$ cat src/rtl/mole_autoplayer.sv
// rtl/mole_autoplayer.sv - closed-loop whack-a-mole player driving the game's buttons from its 7-segment bus
// Optional MOLE_MISS_INJECT_EN: every 4th mole press hits the neighbouring segment to exercise wrong-hit lockout.
module mole_autoplayer #(
  parameter int STABLE_CYCLES  = 4,
  parameter int REACT_CYCLES   = 16,
  parameter int PRESS_CYCLES   = 8,
  parameter int RELEASE_CYCLES = 8,
  parameter int CNT_W          = 16
) (
  input  logic       clk,
  input  logic       rst_n,
  input  logic       enable,
  input  logic [6:0] seg_in,
  input  logic       dp_in,
  input  logic       start_req,
  output logic [7:0] btn_out,
  output logic       busy,
  output logic [7:0] hits,
  output logic [3:0] score_seen,
  output logic       score_valid
);

  typedef enum logic [2:0] {
    S_IDLE,
    S_OBSERVE,
    S_REACT,
    S_PRESS,
    S_RELEASE,
    S_GAMEOVER,
    S_START
  } state_t;

  localparam logic [CNT_W-1:0] STAB_MAX  = CNT_W'(STABLE_CYCLES);
  localparam logic [CNT_W-1:0] REACT_END = CNT_W'(REACT_CYCLES - 1);
  localparam logic [CNT_W-1:0] PRESS_END = CNT_W'(PRESS_CYCLES - 1);
  localparam logic [CNT_W-1:0] REL_END   = CNT_W'(RELEASE_CYCLES - 1);

  state_t           state;
  logic [7:0]       prev_pat;
  logic [CNT_W-1:0] stab_cnt;
  logic [CNT_W-1:0] cnt;
  logic [2:0]       tgt;
  logic [2:0]       press_bit;

  logic [7:0] pat;
  logic       changed;
  logic       stable;
  logic [2:0] zero_cnt;
  logic [2:0] mole_idx;
  logic       mole_valid;
  logic       glyph_hit;
  logic [3:0] glyph_val;
  logic       go_valid;
  logic       start_go;

  assign pat      = {dp_in, seg_in};
  assign changed  = (pat != prev_pat);
  // A pattern flipping on the acceptance cycle must not be decoded with the new value.
  assign stable   = (stab_cnt == STAB_MAX) && !changed;
  assign start_go = start_req && (state == S_IDLE || state == S_GAMEOVER);
  assign busy     = (state != S_IDLE) && (state != S_GAMEOVER);

  always_comb begin
    zero_cnt = 3'd0;
    mole_idx = 3'd0;
    for (int k = 0; k < 7; k++) begin
      if (!seg_in[k]) begin
        zero_cnt = zero_cnt + 3'd1;
        mole_idx = 3'(k);
      end
    end
  end

  assign mole_valid = dp_in && (zero_cnt == 3'd1);

  always_comb begin
    glyph_hit = 1'b1;
    glyph_val = 4'h0;
    case (seg_in)
      7'b1000000: glyph_val = 4'h0;
      7'b1111001: glyph_val = 4'h1;
      7'b0100100: glyph_val = 4'h2;
      7'b0110000: glyph_val = 4'h3;
      7'b0011001: glyph_val = 4'h4;
      7'b0010010: glyph_val = 4'h5;
      7'b0000010: glyph_val = 4'h6;
      7'b1111000: glyph_val = 4'h7;
      7'b0000000: glyph_val = 4'h8;
      7'b0010000: glyph_val = 4'h9;
      7'b0001000: glyph_val = 4'hA;
      7'b0000011: glyph_val = 4'hB;
      7'b1000110: glyph_val = 4'hC;
      7'b0100001: glyph_val = 4'hD;
      7'b0000110: glyph_val = 4'hE;
      7'b0001110: glyph_val = 4'hF;
      default:    glyph_hit = 1'b0;
    endcase
  end

  assign go_valid = !dp_in && glyph_hit;

`ifdef MOLE_MISS_INJECT_EN
  logic [1:0] press_num;

  always_comb begin
    press_bit = tgt;
    if (press_num == 2'd3) press_bit = (tgt == 3'd6) ? 3'd0 : tgt + 3'd1;
  end
`else
  always_comb begin
    press_bit = tgt;
  end
`endif

  always_ff @(posedge clk) begin
    if (!rst_n) begin
      state       <= S_IDLE;
      prev_pat    <= 8'd0;
      stab_cnt    <= '0;
      cnt         <= '0;
      tgt         <= 3'd0;
      btn_out     <= 8'd0;
      hits        <= 8'd0;
      score_seen  <= 4'h0;
      score_valid <= 1'b0;
`ifdef MOLE_MISS_INJECT_EN
      press_num   <= 2'd0;
`endif
    end else begin
      prev_pat <= pat;
      if (changed) stab_cnt <= '0;
      else if (stab_cnt != STAB_MAX) stab_cnt <= stab_cnt + 1'b1;

      if (start_go) begin
        state       <= S_START;
        cnt         <= '0;
        btn_out     <= 8'h01;
        hits        <= 8'd0;
        score_valid <= 1'b0;
`ifdef MOLE_MISS_INJECT_EN
        press_num   <= 2'd0;
`endif
      end else begin
        case (state)
          S_IDLE: begin
            btn_out <= 8'd0;
            if (enable) state <= S_OBSERVE;
          end
          S_OBSERVE: begin
            btn_out <= 8'd0;
            if (!enable) begin
              state <= S_IDLE;
            end else if (stable && mole_valid) begin
              tgt   <= mole_idx;
              cnt   <= '0;
              state <= S_REACT;
            end else if (stable && go_valid) begin
              score_seen  <= glyph_val;
              score_valid <= 1'b1;
              state       <= S_GAMEOVER;
            end
          end
          S_REACT: begin
            if (changed) begin
              state <= S_OBSERVE;
            end else if (cnt == REACT_END) begin
              cnt     <= '0;
              btn_out <= 8'd1 << press_bit;
              hits    <= hits + 8'd1;
`ifdef MOLE_MISS_INJECT_EN
              press_num <= press_num + 2'd1;
`endif
              state   <= S_PRESS;
            end else begin
              cnt <= cnt + 1'b1;
            end
          end
          S_PRESS, S_START: begin
            if (cnt == PRESS_END) begin
              cnt     <= '0;
              btn_out <= 8'd0;
              state   <= S_RELEASE;
            end else begin
              cnt <= cnt + 1'b1;
            end
          end
          S_RELEASE: begin
            btn_out <= 8'd0;
            if (cnt == REL_END) begin
              cnt   <= '0;
              state <= enable ? S_OBSERVE : S_IDLE;
            end else begin
              cnt <= cnt + 1'b1;
            end
          end
          S_GAMEOVER: begin
            btn_out <= 8'd0;
            if (dp_in) begin
              score_valid <= 1'b0;
              state       <= S_OBSERVE;
            end
          end
          default: begin
            btn_out <= 8'd0;
            state   <= S_IDLE;
          end
        endcase
      end
    end
  end

endmodule

$ cat config.mk
export PLATFORM = sky130hd
export DESIGN_NAME = mole_autoplayer
export DESIGN_NICKNAME = d
export VERILOG_FILES = /design/src/rtl/mole_autoplayer.sv
export SDC_FILE = /design/constraint.sdc
export NUM_CORES = 1
export LEC_CHECK = 0
export ABC_AREA = 1
export BUFFER_PORTS_ARGS = -buffer_cell sky130_fd_sc_hd__buf_2
export CAP_MARGIN = 20
export CORE_AREA = 2 2 136 138
export CTS_CLUSTER_DIAMETER = 200
export DETAILED_ROUTE_END_ITERATION = 10
export DIE_AREA = 0 0 138 140
export GPL_ROUTABILITY_DRIVEN = 1
export MAX_ROUTING_LAYER = met4
export PLACE_DENSITY_LB_ADDON = 0.05
export REMOVE_ABC_BUFFERS = 1
export SKIP_LAST_GASP = 1
export SLEW_MARGIN = 30
export SYNTH_ARGS = -nofsm -noshare
export SYNTH_HDL_FRONTEND = slang
export SYNTH_SLANG_ARGS = --single-unit
$ cat constraint.sdc
create_clock -name clk -period 5.2 [get_ports clk]
set_clock_uncertainty 0.05 [all_clocks]
set_input_delay 0.52 -clock clk [delete_from_list [all_inputs] [get_ports clk]]
set_output_delay 0.52 -clock clk [all_outputs]
set_load 0.02 [all_outputs]
**Word-level counts from Yosys, hierarchy flattened**

Cells that the tools add are included.

- Word-level logic and storage cells: 145
- Register bits: 67
- Output and inout bits: 22

- Shifts and indexed selects: 1
- $add $sub $neg: 9
- Multiplexer cells: 43
- Reduce and logical (&&, ||, !) cells: 29
- Bitwise gates (word level): 4
- Equality and inequality tests: 48

Operators by type and width:

| kind | number |
|---|---|
| 2-to-1 mux 16 bit | 5 |
| 2-to-1 mux 3 bit | 21 |
| one-hot mux 4 bit (15 select lines) | 1 |
| one-hot mux 16 bit (3 select lines) | 1 |
| adder 16 x 1 -> 16 bit (second input constant) | 2 |
| equality test 16 x 3 -> 1 bit (second input constant) | 2 |
| equality test 7 bit (second input constant) | 4 |
| 2-to-1 mux 8 bit | 3 |
| inequality test 3 bit (second input constant) | 8 |
| equality test 7 x 5 -> 1 bit (second input constant) | 3 |
| equality test 7 x 6 -> 1 bit (second input constant) | 3 |
| inequality test 2 bit (second input constant) | 10 |
| adder 3 x 1 -> 3 bit (second input constant) | 6 |
| one-hot mux 3 bit (6 select lines) | 1 |
| equality test 16 x 4 -> 1 bit (second input constant) | 1 |
| inequality test 16 x 3 -> 1 bit (second input constant) | 1 |
| one-hot mux 8 bit (2 select lines) | 1 |
| OR reduction 16 bit | 1 |
| equality test 7 x 2 -> 1 bit (second input constant) | 2 |
| equality test 7 x 4 -> 1 bit (second input constant) | 2 |
| AND reduction 6 bit | 2 |
| AND reduction 5 bit | 2 |
| equality test 3 bit (second input constant) | 3 |
| 2-to-1 mux 1 bit | 9 |
| other kinds (21) | 40 |

**Depth between registers and ports, before layout**

Gate-level depths: netlist (run 1).

- Word-level depth: 20
- Mapped depth: 28
- Gate-level depth less buffers: 28

**Worst setup path before layout (run 1)**

OpenSTA, ideal clock, no wires.

- Path type: input-to-reg
- From: input seg_in[0]
- To: register cnt[10]
- Cell stages on the path: 26
- Required time: 5.035 ns
- Buffers on the path: 1
- Arrival time: 3.703 ns
- Setup slack: 1.332 ns
- Cells stage by stage: inv_1 -> ha_1 -> inv_1 -> nand2_1 -> nand2_2 -> ha_1 -> or2_1 -> nand2_1 -> inv_1 -> ha_1 -> nand2_1 -> nand2_1 -> ha_1 -> or2_2 -> nand2_1 -> inv_1 -> ha_1 -> nor2_1 -> nand3_1 -> nand2_1 -> nand3_2 -> nand2_4 -> buf_6 -> nand3_1 -> nand2_1 -> nor2_1

- Cells in the longest elaborated chain, start to end: 18
- Elaborated cells between the ends (all ways): 22
- Classes of those cells: add/sub: 6; eq/ne: 4; mux: 7; reduce/logical: 5

RTL lines:

| item | line | source |
|---|---|---|
| start: declaration | 13 | `input logic [6:0] seg_in,` |
| 2-to-1 mux 1 bit | 67 | `if (!seg_in[k]) begin` |
| adder 3 x 1 -> 3 bit | 68 | `zero_cnt = zero_cnt + 3'd1;` |
| 2-to-1 mux 3 bit | 67 |  |
| adder 3 x 1 -> 3 bit | 68 |  |
| 2-to-1 mux 3 bit | 67 |  |
| adder 3 x 1 -> 3 bit | 68 |  |
| 2-to-1 mux 3 bit | 67 |  |
| adder 3 x 1 -> 3 bit | 68 |  |
| [... 2 more ...] | - |  |
| 2-to-1 mux 3 bit | 67 |  |
| adder 3 x 1 -> 3 bit | 68 |  |
| 2-to-1 mux 3 bit | 67 |  |
| equality test 3 x 1 -> 1 bit | 74 | `assign mole_valid = dp_in && (zero_cnt == 3'd1);` |
| logical AND 1 bit | 74 |  |
| logical AND 1 bit | 153 | `end else if (stable && mole_valid) begin` |
| inequality test 2 bit (no source line) | - |  |
| AND reduction 4 bit (no source line) * | - |  |
| end signal: assignment | 175 | `cnt <= cnt + 1'b1;` |
| end signal: assignment | 184 | `cnt <= cnt + 1'b1;` |
| end signal: assignment | 193 | `cnt <= cnt + 1'b1;` |
| end: declaration | 41 | `logic [CNT_W-1:0] cnt;` |

Mark *: on every way between the ends. The rest lies on a longest branch, timed or not.
A chain may end at the register's enable or synchronous reset.

**Final worst setup path (run 1)**

- From: input seg_in[1]
- To: register cnt[1]

- Cells in the longest elaborated chain, start to end: 16
- Elaborated cells between the ends (all ways): 20
- Classes of those cells: add/sub: 5; eq/ne: 4; mux: 6; reduce/logical: 5

RTL lines:

| item | line |
|---|---|
| 2-to-1 mux 3 bit | 67 |
| adder 3 x 1 -> 3 bit | 68 |
| 2-to-1 mux 3 bit | 67 |
| adder 3 x 1 -> 3 bit | 68 |
| 2-to-1 mux 3 bit | 67 |
| adder 3 x 1 -> 3 bit | 68 |
| 2-to-1 mux 3 bit | 67 |
| adder 3 x 1 -> 3 bit | 68 |
| 2-to-1 mux 3 bit | 67 |
| adder 3 x 1 -> 3 bit | 68 |
| 2-to-1 mux 3 bit | 67 |
| equality test 3 x 1 -> 1 bit | 74 |
| logical AND 1 bit | 74 |
| logical AND 1 bit | 153 |
| inequality test 2 bit (no source line) | - |
| AND reduction 4 bit (no source line) * | - |

Marks and branches as above.

==> impl_metrics.yaml, run 1 <==
sta:
  final.period_utilization_pct: 79.7
  fin_crit_ns: 4.15
  setup-violations-final: 0
  slew_headroom_pct: 51.6
  rsz0062_at_grt: "false"
  setup_slack_ns: 1.05
  fmax_mhz: 241
  final.setup.tns_ns: 0
  finalHoldViolations: 0
  maxSlewViolCount: 0
  worstMarginPinSlew_ns: 0.723
clocking:
  clkLatencyLatePin_ns: 0.34
  clk_pin_slew_ns: 0.06
  post_cts.repair.setup_buffers: 0
  clock-sinks: 67
  postCtsResizedCells: 0
  root_buffer: "clkbuf_16"
  cts_max_level: 3
  clockBufferDepth: 2
  hold_buffers: 0
  cts_tree: "done"
  cts_buffers: 9
layout:
  utilization_pct: 28.2
  final_cells: 952
  drive_gt1_share_pct: 11.6
  finalInstanceArea_sq_mm: 0.00501
  syn2layout_area_growth_pct: 15.0
  diodes: 0
  fillers: 2040
  final_net_count: 744
yosys:
  synth-simple-area-share_pct: 41.4
  ys_seq_area_share_pct: 30.8
  synth_fa_ha_area_share_pct: 3.73
  synth_xor_area_share_pct: 2.98
  netlist_area_sq_mm: 0.00436
  ys_ff_latch: 67
  synthMuxAreaShare_pct: 0
  synth.avg_cell_area_sq_um: 6.33
  ys_warn_count: 0
  synth-compound-area-share_pct: 9.90
  netlist_instances: 689
  ys_types: 40
  synth_top_family_by_area: "simple AND/OR/NAND/NOR gates"
routing:
  drtIter0Drc: 198
  drtPass1Iterations: 4
  wl_microns: 11800
  drcViolationCount: 0
  viasPerCell: 4.46
  drtAntennaViolNets: 0
  vias: 4247
  wl_per_cell_microns: 12.4
pwr:
  ir_drop_v: 0.000170
  p_per_area_mw_per_mm2: 408
  power_leakage_nw: 2.27
floorplan:
  die_w_microns: 138
  row_count: 49
  fp.dieArea_sq_mm: 0.0193
  core_area_sq_mm: 0.0178
  die_height_microns: 140
  initial_core_util_pct: 24.5
  ios: 34
worst_setup_path:
  start_kind: "input pin"
  crit_fanout: 26
  crit_arrival_ns: 4.29
  critical_path.endpoint_type: "flop"
  r2r_start: "cnt[0]$_SDFFE_PP0P_"
  critPathKind: "input pin to flop"
  required_ns: 5.34
  critPathLaunch: "seg_in[1]"
grt:
  grt_max_degree: 27
  grt_pass1_wl_microns: 20100
  grt_pass1_vias: 3967
  grt_overflow: 0
  grt_usage_pct: 13.2
  grt_antenna_before_repair: 0
placed_design:
  hpwl_microns: 9000
  pre_cts_ws_ns: 0.693
  gp_congestion: 0.810
  numPortBuffers: 33
  postPlaceCellArea_sq_mm: 0.00472
  dp_cells: 937
flow_run:
  max_cap_viol_count: 0
run_status:
  status: "completed"
worst_hold_path:
  min_path_type: "input pin to flop"
  hp-start: "seg_in[0]"
-- cells in the final DEF (no fill, tap or decap), types with 2 or more instances in the layout --
| cell | synthesis | layout |
|---|---|---|
| buf_4 | 2 | 2 |
| nor4_1 | 2 | 2 |
| a21oi_2 | 5 | 5 |
| nor3b_1 | 4 | 4 |
| or2_1 | 2 | 2 |
| inv_2 | 3 | 3 |
| nand2_2 | 5 | 5 |
| o21ai_1 | 2 | 2 |
| dfxtp_1 | 67 | 67 |
| xnor2_1 | 5 | 5 |
| clkbuf_16 | 0 | 9 |
| nand3_2 | 8 | 8 |
| nor3_1 | 20 | 20 |
| xor2_1 | 8 | 8 |
| nand3_1 | 63 | 63 |
| nor2_2 | 3 | 3 |
| or2_2 | 4 | 4 |
| nor2_1 | 102 | 102 |
| clkinv_2 | 0 | 3 |
| nand4_1 | 21 | 21 |
| ha_1 | 13 | 13 |
| buf_2 | 7 | 33 |
| inv_1 | 99 | 99 |
| o21ai_0 | 21 | 21 |
| a41oi_1 | 3 | 3 |
| a21oi_1 | 38 | 38 |
| nand2_1 | 162 | 162 |
-- cell usage after synthesis (all sizes together) --
cell | count | share of area, %
nand2 | 168 | 15
nor2 | 106 | 9.5
inv | 102 | 8.8
nand3 | 71 | 9.1
dfxtp | 67 | 31
a21oi | 43 | 5.4
o21ai | 24 | 2.8
nor3 | 22 | 2.9
nand4 | 21 | 3.0
buf | 13 | 2.2
ha | 13 | 3.7
xor2 | 8 | 1.6
or2 | 6 | 0.86
xnor2 | 6 | 1.4
nor3b | 4 | 0.69
a41oi | 3 | 0.60
clkbuf | 3 | 0.26
nor4 | 2 | 0.29
a211oi | 1 | 0.17
a31oi | 1 | 0.14
nor4b | 1 | 0.20
o2111ai | 1 | 0.20
o21a | 1 | 0.17
o311a | 1 | 0.23
o31ai | 1 | 0.17
-- sequential cells by signal (all words and copies together) (netlist names), 3 cells and up --
name        flops
cnt            16
stab_cnt       16
btn_out         8
hits            8
prev_pat        8
score_seen      4
press_bit       3
state           3
-- per-layer routing --
layer | GRT usage (%) | vias up | share of wire [%]
met5 | - | - | 0
met4 | 4.14 | 0 | 1.1
met3 | 2.80 | 10 | 3.9
met2 | 19.0 | 65 | 42
met1 | 18.4 | 1896 | 53
li1 | - | 2276 | -
-- power by group --
part,internal [mW],switching (mW)
sequential,0.596,0.0833
clock,0.380,0.235
combinational,0.237,0.517
-- layout make-up --
class,instances,area [sq um],share of cell area (%)
clock inverters,5,53.8,1.07
clock buffers,10,239,4.77
repair buffers,35,180,3.59
inverters,102,383,7.64
multi-input cells,504,2530,50.5
well taps,229,287,5.72
flip-flops and latches,67,1340,26.8
-- worst max-delay path, stage by stage --
cell and delay, ns:
buf_2 0.15, inv_1 0.08, ha_1 0.34, inv_1 0.07
nand2_1 0.11, nand2_2 0.07, ha_1 0.28, or2_1 0.22
nand2_1 0.07, inv_1 0.04, ha_1 0.26, nand2_1 0.08
nand2_1 0.06, ha_1 0.26, or2_2 0.27, nand2_1 0.08
inv_1 0.05, ha_1 0.26, nor2_1 0.10, nand3_1 0.08
nand2_1 0.12, nand3_2 0.11, nand2_4 0.28, nand2_2 0.16
nand2_1 0.11, a21oi_2 0.05
-- stage by stage --
step	hold WS [ns]	power (mW)
3_5_place_dp	0.404	1.45
3_3_place_gp	0.401	1.45
4_1_cts	0.384	2.09
5_1_grt	0.413	2.23
2_1_floorplan	0.388	1.23
6_report	0.398	2.05
-- final timing paths --
kind / slack (ns) / to / depth (start not counted)
setup reg to reg: 2.52 / btn_out[6]$_SDFFE_PP0P_ / 10
hold / removal: 0.40 / prev_pat[0]$_SDFF_PN0_ / 3
setup / recovery: 1.05 / cnt[1]$_SDFFE_PP0P_ / 26
hold reg to reg: 0.41 / stab_cnt[15]$_SDFFE_PP0P_ / 2
-- logic make-up (layout without fill, tap and decap cells) --
| kind of cell | Yosys count | in the layout |
|---|---|---|
| buf+inv | 118 | 152 |
| flops | 67 | 67 |
| fa+ha+maj | 13 | 13 |
| simple gates | 401 | 401 |
| compound gates | 76 | 76 |
| xor+xnor | 14 | 14 |
No activity file was read; power rests on OpenSTA's default activity.
==> inputs of run 2 (changes only) <==
Settings changed: ABC_AREA 1 to 0, CORE_AREA 2 2 136 138 to 2 2 131 133, DIE_AREA 0 0 138 140 to 0 0 133 135.
Clock period 5.2 ns to 3.7 ns, I/O delays scaled along.
==> run 2 against run 1 <==
Global-route usage grew 0.14 points. Synthesized cell count shrank 30%. Sequential power grew 20%. Hold slack lost 0.077 ns. Cell count shrank 21%. Total power grew 29%. Sequential share of layout area shrank 0.39 points. Count of clock-buffer cells in the layout is the same. Via count shrank 14%. Highest routed layer unchanged.
==> impl_metrics.yaml, run 2 <==
pwr:
  p_per_area_mw_per_mm2: 518
  clkPwrFrac_pct: 36.5
  total_power_mw: 2.63
  p_int_mw: 1.70
  p_seq_share_pct: 30.9
  p_sw_share_pct: 35.5
  power_leakage_nw: 1.84
  ir_drop_v: 0.000254
  p_switching_uw: 935
  combPwrFrac_pct: 32.5
worst_setup_path:
  cp_slowest_cell: "a311oi_2"
  critPathBufInv: 3
  required_ns: 3.94
  crit_chain: "buf_8 -> inv_4 -> ha_4 -> xnor2_2 -> ha_1 -> mux2_4 -> ha_4 -> nand2b_4 -> nand3_2 -> ha_1 -> nor2_1 -> a21oi_1 -> ha_2 -> nand2b_4 -> xnor2_4 -> xnor2_2 -> buf_4 -> o2111ai_4 -> a311oi_2 -> o221a_1"
  cpLargestDelayFamily: "adder cells"
  start_kind: "input pin"
  critical_path.endpoint_type: "flop"
  crit_arrival_ns: 3.81
  crit_path_max_incr_delay_ns: 0.35
  critPathKind: "input pin to flop"
  reg2reg_slack_ns: 0.98
  crit_fanout: 5
sta:
  final.setup.tns_ns: 0
  final.period_utilization_pct: 96.6
  maxSlewViolCount: 0
  slew_headroom_pct: 47.6
  fin_crit_ns: 3.57
  setup-violations-final: 0
  finalHoldViolations: 0
  fmax_mhz: 280
  worstMarginPinSlew_ns: 0.778
clocking:
  clk_pin_slew_ns: 0.06
  clock-sinks: 67
  clkLatencyLatePin_ns: 0.35
  hold_buffers: 0
  cts_buffers: 9
  root_buffer: "clkbuf_16"
  clockBufferDepth: 2
  cts_max_level: 3
  cts_tree: "done"
floorplan:
  fp.dieArea_sq_mm: 0.0180
  row_count: 47
  initial_core_util_pct: 25.0
  die_height_microns: 135
  core_area_sq_mm: 0.0164
  ios: 34
  die_w_microns: 133
yosys:
  netlist_area_sq_mm: 0.00409
  netlist_instances: 484
  synth.avg_cell_area_sq_um: 8.46
  synthMuxAreaShare_pct: 1.74
  synth-compound-area-share_pct: 18.4
  synth_top_family_by_area: "simple AND/OR/NAND/NOR gates"
  ys_warn_count: 0
  synth_commonest_cells: "67 x dfxtp_1, 50 x nor2_1, 44 x nand2_1"
  synthFlopType: "dfxtp_1"
  ys_types: 70
  synth_fa_ha_area_share_pct: 3.97
  synth_top_area_share_pct: 32.8
  synth_xor_area_share_pct: 9.44
  synth_top_cell_by_area: "dfxtp_1"
  ys_ff_latch: 67
  yosysMostFrequentCell: "dfxtp_1"
  synth-async-reset-ratio_pct: 0
  synth-simple-area-share_pct: 29.0
  synth.top_cells.by_area: "dfxtp_1 33%, xnor2_1 4.7%, nor2_1 4.6%, nand2_1 4.0%, ha_1 4.0%"
  synth_edf_count: 0
  ys_seq_area_share_pct: 32.8
routing:
  wl_met3_microns: 409
  drcViolationCount: 0
  wl_met1_microns: 5860
  viasPerCell: 4.84
  drtAntennaViolNets: 0
  wl_microns: 11300
  drtIter0Drc: 160
  drtPass1Iterations: 4
  wl_met2_microns: 4930
  wl_per_cell_microns: 15.0
  highest_layer: "met4"
  vias: 3646
flow_run:
  max_cap_viol_count: 0
grt:
  grt_antenna_before_repair: 0
  grt_max_degree: 26
  grt_pass1_wl_microns: 18300
  grt_usage_pct: 13.3
  grt_overflow: 0
  grt_pass1_vias: 3455
placed_design:
  numPortBuffers: 33
  hpwl_microns: 7800
  dp_cells: 734
  gp_congestion: 0.774
  postPlaceCellArea_sq_mm: 0.00458
layout:
  final_common_cell: "dfxtp_1"
  finalInstanceArea_sq_mm: 0.00509
  final_cells: 754
  final_net_count: 554
  syn2layout_area_growth_pct: 24.3
  diodes: 0
  drive_gt1_share_pct: 21.0
  mostFrequentLayoutCells: "67 x dfxtp_1, 50 x nor2_1, 43 x nand2_1"
  utilization_pct: 31.0
  top_regs: "cnt x16, stab_cnt x16"
  fillers: 1756
run_status:
  status: "completed"
worst_hold_path:
  min_path_type: "input pin to flop"
## run 2: cell types whose count changed after synthesis, moves of 8 or more
cell and change:
a311oi_1 +14, and2_1 +9, xnor2_1 +17, inv_1 -84, a21oi_1 -10, nand2b_1 +13, nand2_1 -118, nand3_2 -8
nor2_1 -52, nand3_1 -48
## run 2: worst reg2reg max path, delay by kind of cell, from the launching register on
family | cells | cell delay [ns]
buf+inv | 1 | 0.28
flops | 1 | 0.34
simple gates | 1 | 0.24
fa+ha+maj | 1 | 0.26
compound gates | 5 | 1.45
## run 2: cells by family after synthesis
group / after synthesis
AOI/OAI and AO/OA: 103
xor gates and xnor gates: 40
adders and majority gates: 13
buffers and inverters: 40
DFF: 67
muxes: 7
and+or+nand+nor: 214
## run 2: per-stage QoR
stage	hold WS, ns	setup slack (ns)
3_5_place_dp	0.397	-0.459
3_3_place_gp	0.391	-0.414
2_1_floorplan	0.412	-0.250
5_1_grt	0.318	-0.0285
4_1_cts	0.314	0.0201
6_report	0.322	0.127
## run 2: routing by layer
layer,GRT usage [%],vias to the layer above
li1,-,1863
met5,-,-
met1,17.9,1728
met4,3.41,0
met2,19.5,47
met3,4.02,8
## run 2: final timing paths
kind | from | endpoint | cells after the start
max reg2reg | cnt[0]$_SDFFE_PP0P_ | cnt[11]$_SDFFE_PP0P_ | 8
min reg2reg | score_seen[3]$_SDFFE_PN0P_ | score_seen[3]$_SDFFE_PN0P_ | 2
max | seg_in[1] | state[1]$_SDFFE_PN0P_ | 20
min | seg_in[0] | prev_pat[0]$_SDFF_PN0_ | 4
## run 2: power groups by stage
stage                     clock (mW)  sequential, mW  combinational, mW
final                          0.962           0.815              0.857
after global routing            1.02           0.824              0.955
after CTS                      0.998           0.814              0.803
after detailed placement           0           0.830              0.796
after global placement             0           0.832              0.797
after floorplan                    0           0.813              0.517
## run 2: area by class of cell
class	instances	area, sq um	area share (%)
Multi-Input combinational cell	377	2690	52.9
Sequential cell	67	1340	26.4
Timing Repair Buffer	59	389	7.65
Tap cell	220	275	5.41
Clock buffer	10	239	4.70
Clock inverter	6	88.8	1.75
Inverter	15	61.3	1.20
## run 2: repair_timing
action,CTS,global route
buffers inserted,0,4
gates resized for setup,3,25
endpoints found under the hold margin,0,0
endpoints found under the setup margin,21,22
pin swaps,3,10
==> inputs of run 3 (changes only) <==
Settings changed: RECOVER_POWER set to 100.
==> run 3 against run 2 <==
Utilization is 0.44 points lower. Count of clock-buffer cells in the layout stayed put. Wire length is 0.42% lower. Global-route usage stayed put. Total power is 0.73% lower. Hold slack better by 0.00093 ns. Critical path type unchanged.
==> impl_metrics.yaml, run 3 (synthesis gave the netlist of run 2 again) <==
placed_design:
  gp_congestion: 0.774
  hpwl_microns: 7800
  numPortBuffers: 33
  pre_cts_ws_ns: -0.459
sta:
  setup_slack_ns: 0.121
  finalHoldViolations: 0
  slew_headroom_pct: 35.7
  setup-violations-final: 0
  final.period_utilization_pct: 96.7
  fin_crit_ns: 3.58
  holdWs_ns: 0.322
  fmax_mhz: 279
  maxSlewViolCount: 0
  worstMarginPinSlew_ns: 0.950
floorplan:
  row_count: 47
  die_height_microns: 135
  initial_core_util_pct: 25.0
  ios: 34
  fp.dieArea_sq_mm: 0.0180
  die_w_microns: 133
  core_area_sq_mm: 0.0164
grt:
  grt_overflow: 0
  grt_antenna_before_repair: 0
  grt_pass1_wl_microns: 18300
  grt_max_degree: 26
  grt_pass1_vias: 3455
  grt_usage_pct: 13.3
worst_setup_path:
  critical_path.endpoint_type: "flop"
  crit_arrival_ns: 3.74
  r2r_start: "stab_cnt[0]$_SDFFE_PP0P_"
  critPathLaunch: "seg_in[1]"
  reg2reg_slack_ns: 0.85
  endpoint: "press_bit[1]$_SDFFE_PN0P_"
  start_kind: "input pin"
  reg2reg_to: "score_seen[2]$_SDFFE_PN0P_"
  crit_fanout: 5
  rr_worst_depth: 8
  critPathKind: "input pin to flop"
  required_ns: 3.86
layout:
  drive_gt1_share_pct: 15.0
  diodes: 0
  top_regs: "cnt x16, stab_cnt x16"
  fillers: 1774
  final_common_cell: "dfxtp_1"
  syn2layout_area_growth_pct: 22.5
  mostFrequentLayoutCells: "67 x dfxtp_1, 50 x nor2_1, 43 x nand2_1"
  final_net_count: 554
pwr:
  power_leakage_nw: 1.73
  p_per_area_mw_per_mm2: 521
  ir_drop_v: 0.000254
clocking:
  clock-sinks: 67
  cts_buffers: 9
  clk_pin_slew_ns: 0.06
  clockBufferDepth: 2
  clkLatencyLatePin_ns: 0.35
  hold_buffers: 0
  cts_max_level: 3
  root_buffer: "clkbuf_16"
  cts_tree: "done"
routing:
  drtAntennaViolNets: 0
  drtIter0Drc: 146
  drcViolationCount: 0
  wl_per_cell_microns: 14.9
  viasPerCell: 4.79
  drtPass1Iterations: 4
  vias: 3614
  wl_microns: 11300
flow_run:
  max_cap_viol_count: 0
worst_hold_path:
  min_path_type: "input pin to flop"
run_status:
  status: "completed"
==> run 3: cell types whose count changed in the layout (fill, tap and decap cells not counted), moves of 2 or more <==
cell	change
nor4_2	-2
clkbuf_1	+26
buf_4	-3
nor4_1	+2
buf_2	-23
==> run 3: metal layers <==
layer / track usage [%] / part of all wire (%)
met4: 3.41 / 0.96
met1: 17.9 / 52
met5: - / 0
met2: 19.5 / 43
met3: 4.02 / 3.5
==> run 3: worst min-delay path by stage <==
stage / depth (start not counted) / slack [ns] / endpoint / from
6_report: 4 / 0.32 / prev_pat[0]$_SDFF_PN0_ / seg_in[0]
5_1_grt: 4 / 0.32 / prev_pat[0]$_SDFF_PN0_ / seg_in[0]
4_1_cts: 2 / 0.31 / state[2]$_SDFFE_PN0P_ / rst_n
3_5_place_dp: 2 / 0.40 / score_seen[3]$_SDFFE_PN0P_ / score_seen[3]$_SDFFE_PN0P_
3_3_place_gp: 2 / 0.39 / score_seen[3]$_SDFFE_PN0P_ / score_seen[3]$_SDFFE_PN0P_
2_1_floorplan: 2 / 0.41 / press_bit[0]$_SDFFE_PN0P_ / press_bit[0]$_SDFFE_PN0P_
==> run 3: final cells by class <==
type | count | area, sq um | area share (%)
Multi-Input combinational cell | 377 | 2660 | 53.1
Sequential cell | 67 | 1340 | 26.7
Timing Repair Buffer | 59 | 349 | 6.96
Tap cell | 220 | 275 | 5.49
Clock buffer | 10 | 239 | 4.76
Clock inverter | 6 | 88.8 | 1.77
Inverter | 15 | 61.3 | 1.22
==> run 3: through the flow <==
stage          area [sq um]  util [%]  cells  TNS (ns)  power, mW
2_1_floorplan          3960         -    459     -4.38       1.33
3_3_place_gp           4580      27.9    734     -7.96       1.63
3_5_place_dp           4580      27.9    734     -8.57       1.63
4_1_cts                4920      30.0    750         0       2.61
5_1_grt                5020      30.6    754   -0.0234       2.78
6_report               5020      30.6    754         0       2.62
==> run 3: worst max-delay path: stages <==
cell,delay [ns]
buf_8,0.11
inv_4,0.06
ha_4,0.21
xnor2_2,0.14
ha_1,0.29
mux2_4,0.29
ha_4,0.25
nand2b_4,0.07
nand3_2,0.08
ha_1,0.30
nor2_1,0.05
a21oi_1,0.14
ha_1,0.21
nand2b_4,0.08
xnor2_4,0.13
xnor2_2,0.19
buf_4,0.15
o2111ai_4,0.14
nor4b_1,0.42
nor3_1,0.09
==> run 3: where the power goes <==
group / total, mW / leakage, nW / internal (mW) / switching (mW)
registers: 0.814 / 0.543 / 0.749 / 0.0644
clock network: 0.958 / 0.155 / 0.608 / 0.350
logic: 0.844 / 1.04 / 0.333 / 0.510
total: 2.62 / 1.73 / 1.69 / 0.925
==> run 3: what timing repair did <==
action / 4_1_cts / 5_1_grt
gates resized for setup: 3 / 25
buffers inserted: 0 / 4
pin swaps: 3 / 10
endpoints found under the setup margin: 21 / 22
